## src/rtl/spart_pkg.sv

```systemverilog
`default_nettype none
// +----------------------------------------------------------------------+
// | spart_pkg                                                            |
// | Shared types and frame constants for the SPART serial blocks.        |
// | Revision: 1.0                                                        |
// +----------------------------------------------------------------------+
package spart_pkg;

   localparam int   SPART_DATA_W    = 8;
   localparam logic SPART_START_BIT = 1'b0;
   localparam logic SPART_STOP_BIT  = 1'b1;

`ifdef SPART_TX_PARITY_EN
   localparam int SPART_FRAME_BITS = 11;
   typedef enum logic [2:0] {
      ST_IDLE   = 3'd0,
      ST_START  = 3'd1,
      ST_DATA   = 3'd2,
      ST_STOP   = 3'd3,
      ST_PARITY = 3'd4
   } tx_state_t;
`else
   localparam int SPART_FRAME_BITS = 10;
   typedef enum logic [2:0] {
      ST_IDLE   = 3'd0,
      ST_START  = 3'd1,
      ST_DATA   = 3'd2,
      ST_STOP   = 3'd3
   } tx_state_t;
`endif

   // Clock cycles occupied by one frame for a given divisor.
   function automatic int spart_frame_cycles(input int baud);
      return SPART_FRAME_BITS * (baud + 1);
   endfunction

endpackage
`default_nettype wire

```

## src/rtl/spart_baud_cnt.sv

```systemverilog
`default_nettype none
// +----------------------------------------------------------------------+
// | spart_baud_cnt                                                       |
// | Loadable bit-time down-counter; reloads itself at every bit end.     |
// | Revision: 1.0                                                        |
// +----------------------------------------------------------------------+
module spart_baud_cnt #(
   parameter int BAUD_W = 16
) (
   input  logic              clk,
   input  logic              rst_n,
   input  logic              i_en,
   input  logic              i_load,
   input  logic [BAUD_W-1:0] i_baud,
   output logic              o_bit_end
);

   logic [BAUD_W-1:0] r_cnt;

   assign o_bit_end = i_en && (r_cnt == '0) && !i_load;

   // A bit ending is the entry to the next one, so the divisor is re-sampled there.
   always_ff @(posedge clk or negedge rst_n) begin
      if (!rst_n) begin
         r_cnt <= '0;
      end else if (i_load || o_bit_end) begin
         r_cnt <= i_baud;
      end else if (i_en) begin
         r_cnt <= r_cnt - 1'b1;
      end else begin
         r_cnt <= '0;
      end
   end

endmodule
`default_nettype wire

```

## src/rtl/spart_tx.sv

```systemverilog
`default_nettype none
// +----------------------------------------------------------------------+
// | spart_tx                                                             |
// | Double-buffered 8N1 serial transmitter (hold + shift register).      |
// | Optional even parity bit: define SPART_TX_PARITY_EN.                 |
// | Revision: 1.0                                                        |
// +----------------------------------------------------------------------+
module spart_tx
   import spart_pkg::*;
#(
   parameter int DATA_W = 8,
   parameter int BAUD_W = 16
) (
   input  logic              clk,
   input  logic              rst_n,
   input  logic [BAUD_W-1:0] i_baud,
   input  logic              i_wr_en,
   input  logic [DATA_W-1:0] i_wr_data,
   output logic              o_tbr,
   output logic              o_tx_busy,
   output logic              o_ovr,
   output logic              o_txd
);

   localparam logic [2:0] c_LAST_BIT = 3'(DATA_W - 1);

   tx_state_t         r_state, w_state_nxt;
   logic [DATA_W-1:0] r_hold;
   logic              r_hold_full;
   logic [DATA_W-1:0] r_shift, w_shift_nxt;
   logic [2:0]        r_bit, w_bit_nxt;
   logic              r_txd, w_txd_nxt;
   logic              r_ovr;
   logic              w_bit_end;
   logic              w_load;
   logic              w_xfer;
`ifdef SPART_TX_PARITY_EN
   logic              r_par;
`endif

   assign w_load = (r_state == ST_IDLE) && r_hold_full;
   assign w_xfer = w_load || ((r_state == ST_STOP) && w_bit_end && r_hold_full);

   spart_baud_cnt #(
      .BAUD_W (BAUD_W)
   ) u_baud_cnt (
      .clk       (clk),
      .rst_n     (rst_n),
      .i_en      (r_state != ST_IDLE),
      .i_load    (w_load),
      .i_baud    (i_baud),
      .o_bit_end (w_bit_end)
   );

   always_ff @(posedge clk or negedge rst_n) begin
      if (!rst_n) begin
         r_state <= ST_IDLE;
      end else begin
         r_state <= w_state_nxt;
      end
   end

   // txd is computed for the next state so the flop presents it with the state change.
   always_comb begin
      w_state_nxt = r_state;
      w_shift_nxt = r_shift;
      w_bit_nxt   = r_bit;
      w_txd_nxt   = r_txd;
      case (r_state)
         ST_IDLE: begin
            w_txd_nxt = SPART_STOP_BIT;
            if (w_xfer) begin
               w_state_nxt = ST_START;
               w_shift_nxt = r_hold;
               w_txd_nxt   = SPART_START_BIT;
            end
         end
         ST_START: begin
            if (w_bit_end) begin
               w_state_nxt = ST_DATA;
               w_bit_nxt   = '0;
               w_txd_nxt   = r_shift[0];
            end
         end
         ST_DATA: begin
            if (w_bit_end) begin
               w_shift_nxt = r_shift >> 1;
               if (r_bit == c_LAST_BIT) begin
`ifdef SPART_TX_PARITY_EN
                  w_state_nxt = ST_PARITY;
                  w_txd_nxt   = r_par;
`else
                  w_state_nxt = ST_STOP;
                  w_txd_nxt   = SPART_STOP_BIT;
`endif
               end else begin
                  w_bit_nxt = r_bit + 3'd1;
                  w_txd_nxt = r_shift[1];
               end
            end
         end
`ifdef SPART_TX_PARITY_EN
         ST_PARITY: begin
            if (w_bit_end) begin
               w_state_nxt = ST_STOP;
               w_txd_nxt   = SPART_STOP_BIT;
            end
         end
`endif
         ST_STOP: begin
            if (w_bit_end) begin
               if (w_xfer) begin
                  w_state_nxt = ST_START;
                  w_shift_nxt = r_hold;
                  w_txd_nxt   = SPART_START_BIT;
               end else begin
                  w_state_nxt = ST_IDLE;
                  w_txd_nxt   = SPART_STOP_BIT;
               end
            end
         end
         default: begin
            w_state_nxt = ST_IDLE;
            w_txd_nxt   = SPART_STOP_BIT;
         end
      endcase
   end

   // A transfer needs a full hold register, so it never coincides with an accepted write.
   always_ff @(posedge clk or negedge rst_n) begin
      if (!rst_n) begin
         r_hold      <= '0;
         r_hold_full <= 1'b0;
         r_shift     <= '0;
         r_bit       <= '0;
         r_txd       <= SPART_STOP_BIT;
         r_ovr       <= 1'b0;
      end else begin
         r_shift <= w_shift_nxt;
         r_bit   <= w_bit_nxt;
         r_txd   <= w_txd_nxt;
         r_ovr   <= i_wr_en && r_hold_full;
         if (w_xfer) begin
            r_hold_full <= 1'b0;
         end else if (i_wr_en && !r_hold_full) begin
            r_hold_full <= 1'b1;
            r_hold      <= i_wr_data;
         end
      end
   end

`ifdef SPART_TX_PARITY_EN
   always_ff @(posedge clk or negedge rst_n) begin
      if (!rst_n) begin
         r_par <= 1'b0;
      end else if (w_xfer) begin
         r_par <= ^r_hold;
      end
   end
`endif

   assign o_tbr     = !r_hold_full;
   assign o_tx_busy = (r_state != ST_IDLE);
   assign o_ovr     = r_ovr;
   assign o_txd     = r_txd;

endmodule
`default_nettype wire

```

## config.mk

```make
export PLATFORM = sky130hd
export DESIGN_NAME = spart_tx
export DESIGN_NICKNAME = d
export VERILOG_FILES = /design/src/rtl/spart_pkg.sv /design/src/rtl/spart_baud_cnt.sv /design/src/rtl/spart_tx.sv
export SDC_FILE = /design/constraint.sdc
export NUM_CORES = 1
export LEC_CHECK = 0
export ABC_AREA = 0
export BUFFER_PORTS_ARGS = -buffer_cell sky130_fd_sc_hd__buf_2
export CAP_MARGIN = 10
export CORE_MARGIN = 3
export CORE_UTILIZATION = 52
export DETAILED_ROUTE_END_ITERATION = 10
export PLACE_DENSITY = 0.83
export SLEW_MARGIN = 10
export SYNTH_ARGS = -nofsm -noshare
export SYNTH_HDL_FRONTEND = slang
export SYNTH_HIERARCHICAL = 1
export SYNTH_SLANG_ARGS = --single-unit
```

## constraint.sdc

```tcl
create_clock -name clk -period 2.6 [get_ports clk]
set_input_delay 0 -clock clk [delete_from_list [all_inputs] [get_ports clk]]
set_output_delay 0 -clock clk [all_outputs]
set_load 0.02 [all_outputs]
```

; Word-level counts from Yosys, hierarchy flattened
; Index checks and enable logic that the tools add are counted.
[totals]
register_bits = 41
elab_cells = 68
out_inout_bits = 4
[op_classes]
bitwise = 1
muxes = 25
addsub = 2
n_eq_ne = 10
n_reduce_logical = 22
[ops]
columns = op, n
row1 = 16-bit 2-to-1 mux, 2
row2 = 3-bit 2-to-1 mux, 8
row3 = 8-bit 2-to-1 mux, 3
row4 = 8-bit one-hot mux with 3 select lines, 1
row5 = 16-bit zero test, 1
row6 = "16-bit by 1-bit subtractor with 16-bit output, second input constant", 1
row7 = 3-bit one-hot mux with 4 select lines, 1
row8 = 1-bit 2-to-1 mux, 8
row9 = 1-bit logical AND, 7
row10 = "3-bit by 2-bit == test with 1-bit output, second input constant", 2
row11 = "2-bit by 1-bit != test with 1-bit output, second input constant", 3
row12 = "2-bit != test, second input constant", 3
row13 = 3-bit one-hot mux with 2 select lines, 1
row14 = 3-bit AND reduction, 2
row15 = 3-bit nonzero test, 2
row16 = 5-bit AND reduction, 1
row17 = 1-bit one-hot mux with 4 select lines, 1
row18 = 4-bit AND reduction, 1
row19 = 2-bit nonzero test, 2
row20 = "3-bit by 1-bit adder with 3-bit output, second input constant", 1
row21 = "3-bit by 1-bit == test with 1-bit output, second input constant", 1
row22 = "3-bit == test, second input constant", 1
row23 = 3-bit zero test, 1
row24 = 1-bit zero test, 2
row25 = other kinds (3), 4

; Depth between registers and ports, before layout
; Gate-level depths: netlist (run 1).
[depth]
depth_word = 10
mapped_depth = 9

; Hierarchy
; The synthesis (run 1) kept the hierarchy.
[modules_own_cells]
columns = mod, instances, area_per_inst_um2, cells_each, seq_area_each_um2
row1 = spart_tx, 1, 1199.9, 89, 601.8
row2 = spart_baud_cnt, 1, 1086.0, 114, 400.4

; Worst setup path after synthesis (run 1)
; No wires, ideal clock.
[synth_path]
path_kind = reg-to-reg
start = register r_state[0]
end = register r_shift[0]
synth_period_minus_slack_ns = 2.744
slack_ns = -0.144
arrival_ns = 2.619
path_stages_with_launch = 10
setup_ns = 0.125
cell_sequence = dfrtp_1 > inv_1 > ha_1 > inv_1 > clkbuf_1 > nand3b_1 > nor3_1 > nand3_1 > a31oi_4 > mux2_2
[synth_via]
word_cells_on_any_way = 18
classes_between = eq/ne (4) / mux (3) / reduce/logical (11)
[synth_lines]
columns = element, line_no
row1 = "start, declared", spart_tx.sv:27  ; tx_state_t r_state, w_state_nxt;
row2 = "start signal, assigned", spart_tx.sv:59  ; r_state <= w_state_nxt;
row3 = 3-bit nonzero test *, n/a
row4 = named net o_tx_busy, spart_tx.sv:20  ; output logic o_tx_busy,
row5 = 1-bit logical AND * (2 in a row), spart_baud_cnt.sv:20  ; assign o_bit_end = i_en && (r_cnt == '0) && !i_load;
row6 = named net w_bit_end, spart_tx.sv:34  ; logic w_bit_end;
row7 = 1-bit logical AND (2 in a row), spart_tx.sv:42  ; assign w_xfer = w_load || ((r_state == ST_STOP) && w_bit_end && r_hold_full);
row8 = 1-bit logical OR, spart_tx.sv:42
row9 = 8-bit 2-to-1 mux (2 in a row), n/a
row10 = 8-bit one-hot mux with 3 select lines, spart_tx.sv:69  ; case (r_state)
row11 = "end signal, assigned", spart_tx.sv:139  ; r_shift <= w_shift_nxt;
row12 = "end, declared", spart_tx.sv:30  ; logic [DATA_W-1:0] r_shift, w_shift_nxt;
; The timed path passes the listed nets; every way through them passes the cells marked *. The select of a mux whose other input is x is not followed.
; A chain may end at the register's enable or synchronous reset.

; Final worst setup path (run 1)
[layout_path]
start = register u_baud_cnt.r_cnt[6]
end = register r_shift[4]
[layout_via]
elab_chain_len = 9
word_cells_on_any_way = 12
classes_between = eq/ne (2) / mux (3) / reduce/logical (7)
[layout_rtl]
columns = element, line_no
row1 = "start, declared", spart_baud_cnt.sv:18  ; logic [BAUD_W-1:0] r_cnt;
row2 = "start signal, assigned", spart_baud_cnt.sv:27  ; r_cnt <= i_baud;
row3 = "start signal, assigned", spart_baud_cnt.sv:29  ; r_cnt <= r_cnt - 1'b1;
row4 = 16-bit zero test *, spart_baud_cnt.sv:20
row5 = 1-bit logical AND * (2 in a row), spart_baud_cnt.sv:20
row6 = named net w_bit_end, spart_tx.sv:34
row7 = 1-bit logical AND (2 in a row), spart_tx.sv:42
row8 = 1-bit logical OR, spart_tx.sv:42
row9 = 8-bit 2-to-1 mux (2 in a row), n/a
row10 = 8-bit one-hot mux with 3 select lines, n/a
; Marked as above.

==> run_summary.xml, run 1 <==
<?xml version="1.0" encoding="UTF-8"?>
<metrics>
  <group name="worst_setup_path">
    <metric name="timing.critical_path.to_type" unit="">register</metric>
    <metric name="timing.critical_path.required" unit="ns">2.78</metric>
    <metric name="cp-startpoint" unit="">u_baud_cnt/r_cnt[6]</metric>
    <metric name="crit_fanout" unit="">8</metric>
    <metric name="setup.worst_path.start_class" unit="">register</metric>
    <metric name="regToRegSetupSlack" unit="ns">0.11</metric>
    <metric name="cp_common_cell" unit="">nand3_1</metric>
    <metric name="cp_data_arrival_time" unit="ns">2.67</metric>
    <metric name="worstRegToRegCells" unit="">7</metric>
    <metric name="worst-path-buf-inv" unit="">1</metric>
    <metric name="timing_worst_setup_path_type" unit="">register to register</metric>
    <metric name="timing.critical_path.cells" unit="">nor4_2 &gt; nand3_1 &gt; nor3_4 &gt; nand3_1 &gt; a31oi_4 &gt; buf_12 &gt; mux2_2</metric>
    <metric name="reg2reg_to" unit="">r_shift[4]</metric>
    <metric name="endpoint" unit="">r_shift[4]</metric>
    <metric name="timing.rr.start" unit="">u_baud_cnt/r_cnt[6]</metric>
    <metric name="worstSetupPathDepth" unit="">7</metric>
    <metric name="max_stage_delay" unit="ns">0.61</metric>
    <metric name="cpMaxStageDelayCell" unit="">nor4_2</metric>
    <metric name="critical-path-top-delay-family" unit="">simple AND/OR/NAND/NOR gates</metric>
  </group>
  <group name="detailed_routing">
    <metric name="first_pass_iters" unit="">4</metric>
    <metric name="topRoutingLayerUsed" unit="">met4</metric>
    <metric name="drt_iter0_markers" unit="">96</metric>
    <metric name="routedWlPerCell" unit="um">15.2</metric>
    <metric name="detail_route.wirelength.met1" unit="mm">2.10</metric>
    <metric name="num_vias" unit="">1791</metric>
    <metric name="drc" unit="">0</metric>
    <metric name="finalWirelength" unit="mm">4.84</metric>
    <metric name="dr_wl_met2" unit="mm">2.49</metric>
    <metric name="routed_via_density" unit="">5.61</metric>
    <metric name="drtAntennaViolNets" unit="">0</metric>
    <metric name="met3_wirelength" unit="um">190</metric>
  </group>
  <group name="synth">
    <metric name="postSynthNetCount" unit="">237</metric>
    <metric name="synth_seq_area_share" unit="">0.438</metric>
    <metric name="post-synth-top-count-cell" unit="">dfrtp_1</metric>
    <metric name="avgSynthCellArea" unit="um2">11.3</metric>
    <metric name="asyncSetResetFlopFracSynth" unit="">1.00</metric>
    <metric name="yosysWarnings" unit="">6</metric>
    <metric name="yosys_top_cell_by_area" unit="">dfrtp_1</metric>
    <metric name="synth.cells.most_frequent" unit="">dfrtp_1 (39), mux2_2 (25), inv_1 (17)</metric>
    <metric name="post_synth_instance_area" unit="um2">2290</metric>
    <metric name="synth_cells" unit="">203</metric>
    <metric name="post_synthesis_cell_type_count" unit="">46</metric>
    <metric name="synth_edf_count" unit="">0</metric>
    <metric name="ys_top_cells_by_area" unit="">dfrtp_1 (43%), mux2_2 (12%), mux2i_1 (4.8%)</metric>
    <metric name="synthDominantCellAreaShare" unit="">0.427</metric>
    <metric name="synth.ff_latch_count" unit="">40</metric>
    <metric name="ys.flop_type" unit="">dfrtp_1</metric>
  </group>
  <group name="timing">
    <metric name="final.setup_skew" unit="ns">0.0106</metric>
    <metric name="slew_headroom" unit="">0.417</metric>
    <metric name="maxClockFrequency" unit="MHz">402</metric>
    <metric name="number_of_pins_with_negative_max_slew_slack_in_the_final_report" unit="">0</metric>
    <metric name="worst_slack" unit="ns">0.115</metric>
    <metric name="tns" unit="ns">0</metric>
    <metric name="fin_crit_sh" unit="">0.956</metric>
    <metric name="timing.final.setup_violations" unit="">0</metric>
    <metric name="final.min_clock_period" unit="ns">2.49</metric>
    <metric name="worst_slew_pin_slew" unit="ns">0.875</metric>
    <metric name="rsz_0062_raised_after_global_routing" unit="">no</metric>
    <metric name="timing_hold_violations_final" unit="">0</metric>
  </group>
  <group name="placement">
    <metric name="portBuffers" unit="">30</metric>
    <metric name="gp_congestion" unit="">0.829</metric>
    <metric name="detailed_place_hpwl" unit="mm">3.08</metric>
    <metric name="detailedPlace.worstSlack" unit="ns">0.124</metric>
  </group>
  <group name="floorplan">
    <metric name="design.core.area" unit="um2">4120</metric>
    <metric name="fp.dieArea" unit="um2">5230</metric>
    <metric name="fp.dieH" unit="um">72.3</metric>
    <metric name="ioPinCount" unit="">31</metric>
    <metric name="dieWidth" unit="um">72.3</metric>
    <metric name="initial_util" unit="">0.555</metric>
    <metric name="placementRows" unit="">23</metric>
  </group>
  <group name="status">
    <metric name="outcome" unit="">complete, no violations</metric>
  </group>
  <group name="grt">
    <metric name="global_route_wire_length_before_repair" unit="mm">8.49</metric>
    <metric name="largest_net_degree_at_the_start_of_global_routing" unit="">41</metric>
    <metric name="grt_antenna_before_repair" unit="">0</metric>
    <metric name="first_global_vias" unit="">1867</metric>
    <metric name="overall_global_routing_usage" unit="">0.205</metric>
    <metric name="globalRoute.totalOverflow" unit="">0</metric>
  </group>
  <group name="clock_tree">
    <metric name="ctsRootBufferMaster" unit="">clkbuf_8</metric>
    <metric name="cts_buffer_depth" unit="">2</metric>
    <metric name="clkTransAtPathRegs" unit="ns">0.09</metric>
    <metric name="clock_insertion_delay_worst_skew" unit="ns">0.30</metric>
    <metric name="tritoncts_clock_tree" unit="">done</metric>
    <metric name="cts.sinks" unit="">40</metric>
    <metric name="cts_htree_levels" unit="">2</metric>
    <metric name="tritoncts.num_buffers" unit="">5</metric>
  </group>
  <group name="job">
    <metric name="cap_viol_max_count" unit="">0</metric>
  </group>
  <group name="hold_path">
    <metric name="hold_path.class" unit="">input port to async pin</metric>
  </group>
  <group name="cells_and_area">
    <metric name="layout-drive-gt1-share" unit="">0.320</metric>
    <metric name="synthToLayoutAreaGrowth" unit="%">27.9</metric>
    <metric name="antennaDiodeCount" unit="">0</metric>
    <metric name="final_net_count" unit="">302</metric>
    <metric name="fillerInstances" unit="">293</metric>
  </group>
  <group name="power">
    <metric name="power.density_cell_area" unit="nW/um2">1150</metric>
    <metric name="power.static_leakage" unit="nW">1.39</metric>
    <metric name="vdd_ir_drop_max" unit="mV">0.612</metric>
  </group>
</metrics>
worst reg2reg max path: stages (launching register included):
cell and delay (ns):
dfrtp_1 0.44, nor4_2 0.61, nand3_1 0.23, nor3_4 0.22, nand3_1 0.16, a31oi_4 0.23, buf_12 0.14, mux2_2 0.34
layout make-up:
cell class                 count  area (um2)  share of cell area
sequential                    40        1000               0.343
clock inverter                 3        46.3              0.0158
multi-input combinational    137        1170               0.402
timing repair buffer          67         505               0.173
inverter                      17        63.8              0.0218
clock buffer                   5        68.8              0.0235
tap                           50        62.6              0.0214
cells in the final DEF, fill, tap and decap left out, types with 2 or more instances in the layout:
| cell | count |
|---|---|
| nand3_1 | 4 |
| o21ai_0 | 2 |
| buf_2 | 30 |
| o21ai_1 | 3 |
| nand4_1 | 4 |
| nor4_2 | 3 |
| nand2b_1 | 6 |
| mux2_2 | 25 |
| nor3_1 | 4 |
| nor2_1 | 6 |
| nor3b_1 | 3 |
| mux2_4 | 2 |
| dlygate4sd3_1 | 26 |
| ha_1 | 7 |
| a22o_1 | 5 |
| mux2i_1 | 11 |
| xor2_1 | 6 |
| dfrtp_1 | 39 |
| nor4_1 | 2 |
| nand2_1 | 8 |
| o22ai_1 | 5 |
| inv_1 | 17 |
| buf_4 | 10 |
| mux2_1 | 3 |
| clkbuf_8 | 5 |
| nor2b_1 | 6 |
state kept, by name, indices dropped and copies added, names as in the netlist:
register and cells:
r_hold 8, r_hold_full 1, u_baud_cnt/r_cnt 16, r_shift 8
o_txd 1, r_bit 3, o_ovr 1, r_state 2
worst min-delay path by stage:
| stage | endpoint | slack (ns) | cells past startpoint |
|---|---|---|---|
| floorplan | o_ovr | -0.30 | 0 |
| global placement | u_baud_cnt/r_cnt[9] | 0.16 | 1 |
| detailed placement | u_baud_cnt/r_cnt[7] | 0.18 | 1 |
| CTS | o_ovr | 0.38 | 2 |
| global route | r_bit[1] | 0.45 | 2 |
| finish | o_ovr | 0.35 | 2 |
where the power goes:
part           internal [mW]  switching [mW]  total, mW
Clock                  0.289           0.233      0.522
Combinational          0.873           0.827       1.70
Sequential             0.902           0.226       1.13
metal layers:
metal / GRT usage / vias to the layer above
li1: - / 857
met1: 0.263 / 878
met2: 0.350 / 47
met3: 0.0416 / 9
met4: 0.0605 / 0
met5: 0 / -
cell families (layout without fill, tap and decap cells):
group | count (synthesis) | in the layout | share of synthesized area
AOI/OAI and AO/OA | 25 | 25 | 0.0865
xor gates and xnor gates | 7 | 7 | 0.0268
adders and majority gates | 7 | 7 | 0.0383
buffers and inverters | 26 | 92 | 0.0542
DFF | 40 | 40 | 0.438
muxes | 41 | 41 | 0.199
and+or+nand+nor | 57 | 57 | 0.157
metrics by stage:
stage / hold slack (ns) / utilization / cell area [um2] / power, mW / std cells
2_1_floorplan: -0.296 / - / 2290 / 2.36 / 203
3_3_place_gp: 0.165 / 0.612 / 2520 / 2.68 / 284
3_5_place_dp: 0.175 / 0.612 / 2520 / 2.74 / 284
4_1_cts: 0.379 / 0.703 / 2890 / 3.31 / 318
5_1_grt: 0.450 / 0.710 / 2920 / 3.59 / 319
6_report: 0.351 / 0.710 / 2920 / 3.35 / 319
what timing repair did:
item,4_1_cts,5_1_grt
hold buffers,26,0
endpoints found under the setup margin,0,17
setup buffers,0,1
endpoints found under the hold margin,64,0
gates resized for setup,0,2
(Power assumes the default switching activity.)
==> run 2: changes to the inputs <==
SETUP_SLACK_MARGIN = 0.2   (was unset)
==> run_summary.xml, run 2 (synthesis results as in run 1) <==
<?xml version="1.0" encoding="UTF-8"?>
<metrics>
  <group name="clock_tree">
    <metric name="tritoncts_clock_tree" unit="">done</metric>
    <metric name="tritoncts.num_buffers" unit="">5</metric>
    <metric name="cts_buffer_depth" unit="">2</metric>
    <metric name="clock_insertion_delay_worst_skew" unit="ns">0.30</metric>
    <metric name="clkTransAtPathRegs" unit="ns">0.08</metric>
    <metric name="cts.sinks" unit="">40</metric>
    <metric name="cts_htree_levels" unit="">2</metric>
    <metric name="ctsRootBufferMaster" unit="">clkbuf_8</metric>
  </group>
  <group name="worst_setup_path">
    <metric name="cpMaxStageDelayCell" unit="">or4_4</metric>
    <metric name="timing_worst_setup_path_type" unit="">register to register</metric>
    <metric name="timing.critical_path.cells" unit="">or4_4 &gt; nor2_1 &gt; nand3_1 &gt; nor3_4 &gt; nand2_1 &gt; a31oi_4 &gt; mux2_2</metric>
    <metric name="cp_data_arrival_time" unit="ns">2.53</metric>
    <metric name="setup.worst_path.start_class" unit="">register</metric>
    <metric name="timing.critical_path.to_type" unit="">register</metric>
    <metric name="critical-path-top-delay-family" unit="">simple AND/OR/NAND/NOR gates</metric>
    <metric name="crit_fanout" unit="">8</metric>
    <metric name="timing.critical_path.required" unit="ns">2.79</metric>
    <metric name="worst-path-buf-inv" unit="">0</metric>
    <metric name="max_stage_delay" unit="ns">0.55</metric>
  </group>
  <group name="grt">
    <metric name="globalRoute.busiestLayer" unit="">met2</metric>
    <metric name="gr-usage-met1" unit="">0.279</metric>
    <metric name="globalRoute.totalOverflow" unit="">0</metric>
    <metric name="global_route_wire_length_before_repair" unit="mm">8.50</metric>
    <metric name="first_global_vias" unit="">1792</metric>
    <metric name="gr-usage-met3" unit="">0.0429</metric>
    <metric name="overall_global_routing_usage" unit="">0.207</metric>
    <metric name="grt_antenna_before_repair" unit="">0</metric>
    <metric name="global_route.usage.met2" unit="">0.333</metric>
    <metric name="largest_net_degree_at_the_start_of_global_routing" unit="">41</metric>
  </group>
  <group name="power">
    <metric name="power.density_cell_area" unit="nW/um2">1150</metric>
    <metric name="totalPowerFinal" unit="mW">3.41</metric>
    <metric name="power.static_leakage" unit="nW">1.42</metric>
    <metric name="vdd_ir_drop_max" unit="mV">0.613</metric>
  </group>
  <group name="floorplan">
    <metric name="design.core.area" unit="um2">4120</metric>
    <metric name="fp.dieH" unit="um">72.3</metric>
    <metric name="dieWidth" unit="um">72.3</metric>
    <metric name="ioPinCount" unit="">31</metric>
    <metric name="initial_util" unit="">0.555</metric>
    <metric name="placementRows" unit="">23</metric>
    <metric name="fp.dieArea" unit="um2">5230</metric>
  </group>
  <group name="timing">
    <metric name="slew_headroom" unit="">0.407</metric>
    <metric name="worst_slew_pin_slew" unit="ns">0.889</metric>
    <metric name="timing.final.setup_violations" unit="">0</metric>
    <metric name="maxClockFrequency" unit="MHz">427</metric>
    <metric name="timing_hold_violations_final" unit="">0</metric>
    <metric name="fin_crit_sh" unit="">0.901</metric>
    <metric name="final.setup_skew" unit="ns">0.00310</metric>
    <metric name="final.min_clock_period" unit="ns">2.34</metric>
    <metric name="rsz_0062_raised_after_global_routing" unit="">no</metric>
    <metric name="tns" unit="ns">0</metric>
    <metric name="number_of_pins_with_negative_max_slew_slack_in_the_final_report" unit="">0</metric>
  </group>
  <group name="cells_and_area">
    <metric name="layout.area.seq" unit="um2">1000</metric>
    <metric name="synthToLayoutAreaGrowth" unit="%">29.9</metric>
    <metric name="antennaDiodeCount" unit="">0</metric>
    <metric name="top_flop_regs" unit="">u_baud_cnt/r_cnt: 16 flops, r_hold: 8 flops, r_shift: 8 flops</metric>
    <metric name="largest_register_by_flop_count" unit="">u_baud_cnt/r_cnt</metric>
    <metric name="fillerInstances" unit="">286</metric>
    <metric name="final_net_count" unit="">308</metric>
    <metric name="area_used_by_multi_input_combinational_logic" unit="um2">1180</metric>
    <metric name="mostFrequentLayoutCell" unit="">dfrtp_1</metric>
    <metric name="layout-drive-gt1-share" unit="">0.353</metric>
    <metric name="largest_register_ff_count" unit="">16</metric>
    <metric name="layout.cells.most_common_list" unit="">dfrtp_1 (37), buf_2 (30), dlygate4sd3_1 (26)</metric>
  </group>
  <group name="detailed_routing">
    <metric name="drt_iter0_markers" unit="">132</metric>
    <metric name="num_vias" unit="">1780</metric>
    <metric name="first_pass_iters" unit="">4</metric>
    <metric name="routed_via_density" unit="">5.48</metric>
    <metric name="drc" unit="">0</metric>
    <metric name="routedWlPerCell" unit="um">14.9</metric>
    <metric name="drtAntennaViolNets" unit="">0</metric>
    <metric name="finalWirelength" unit="mm">4.84</metric>
  </group>
  <group name="job">
    <metric name="cap_viol_max_count" unit="">0</metric>
  </group>
  <group name="hold_path">
    <metric name="hold_path.class" unit="">input port to async pin</metric>
  </group>
  <group name="placement">
    <metric name="gp_congestion" unit="">0.893</metric>
    <metric name="detailed_place_hpwl" unit="mm">3.11</metric>
    <metric name="portBuffers" unit="">30</metric>
  </group>
  <group name="status">
    <metric name="outcome" unit="">complete, no violations</metric>
  </group>
</metrics>
## run 2: cell count changes in the layout (fill, tap and decap cells not counted), sizes merged
cell | previous run | this run
buf | 41 | 47
## run 2: per-stage QoR
step / util / setup slack [ns] / instance area, um2 / instances / hold slack [ns]
finish: 0.721 / 0.258 / 2970 / 325 / 0.362
global route: 0.721 / 0.202 / 2970 / 325 / 0.458
CTS: 0.714 / 0.207 / 2940 / 322 / 0.382
detailed placement: 0.618 / 0.155 / 2540 / 286 / 0.178
global placement: 0.618 / 0.204 / 2540 / 286 / 0.164
floorplan: - / 0.194 / 2300 / 203 / -0.296
## run 2: worst paths after layout
kind	from	to	slack [ns]	depth (start not counted)
max	u_baud_cnt/r_cnt[5]	r_shift[1]	0.26	7
min	rst_n	u_baud_cnt/r_cnt[15]	0.36	2
max reg2reg	u_baud_cnt/r_cnt[5]	r_shift[1]	0.26	7
min reg2reg	r_hold[5]	r_hold[5]	0.51	1
max in group asynchronous	rst_n	u_baud_cnt/r_cnt[2]	1.63	2
min in group clk	i_baud[0]	u_baud_cnt/r_cnt[0]	0.45	3
## run 2: repair_timing
| action | in CTS | in global routing |
|---|---|---|
| setup buffers | 2 | 3 |
| cloned | 0 | 0 |
| endpoints found under the hold margin | 64 | 0 |
| hold buffers | 26 | 0 |
| endpoints found under the setup margin | 17 | 12 |
| pin swaps | 3 | 2 |
| gates resized for setup | 1 | 3 |
## run 2: report_power, final
part           total, mW  switching [mW]  internal [mW]
combinational       1.74           0.825          0.917
sequential          1.15           0.242          0.904
clock              0.524           0.234          0.289
## run 2: layout make-up
cell class | instances | area share
Timing Repair Buffer | 73 | 0.181
Clock inverter | 3 | 0.0156
Multi-Input combinational cell | 137 | 0.399
Clock buffer | 5 | 0.0232
Sequential cell | 40 | 0.338
Inverter | 17 | 0.0215
Tap cell | 50 | 0.0211
## run 2: layer usage
metal | part of all wire | up-vias
li1 | - | 857
met5 | 0 | -
met1 | 0.46 | 873
met2 | 0.49 | 45
met4 | 0.011 | 0
met3 | 0.044 | 5
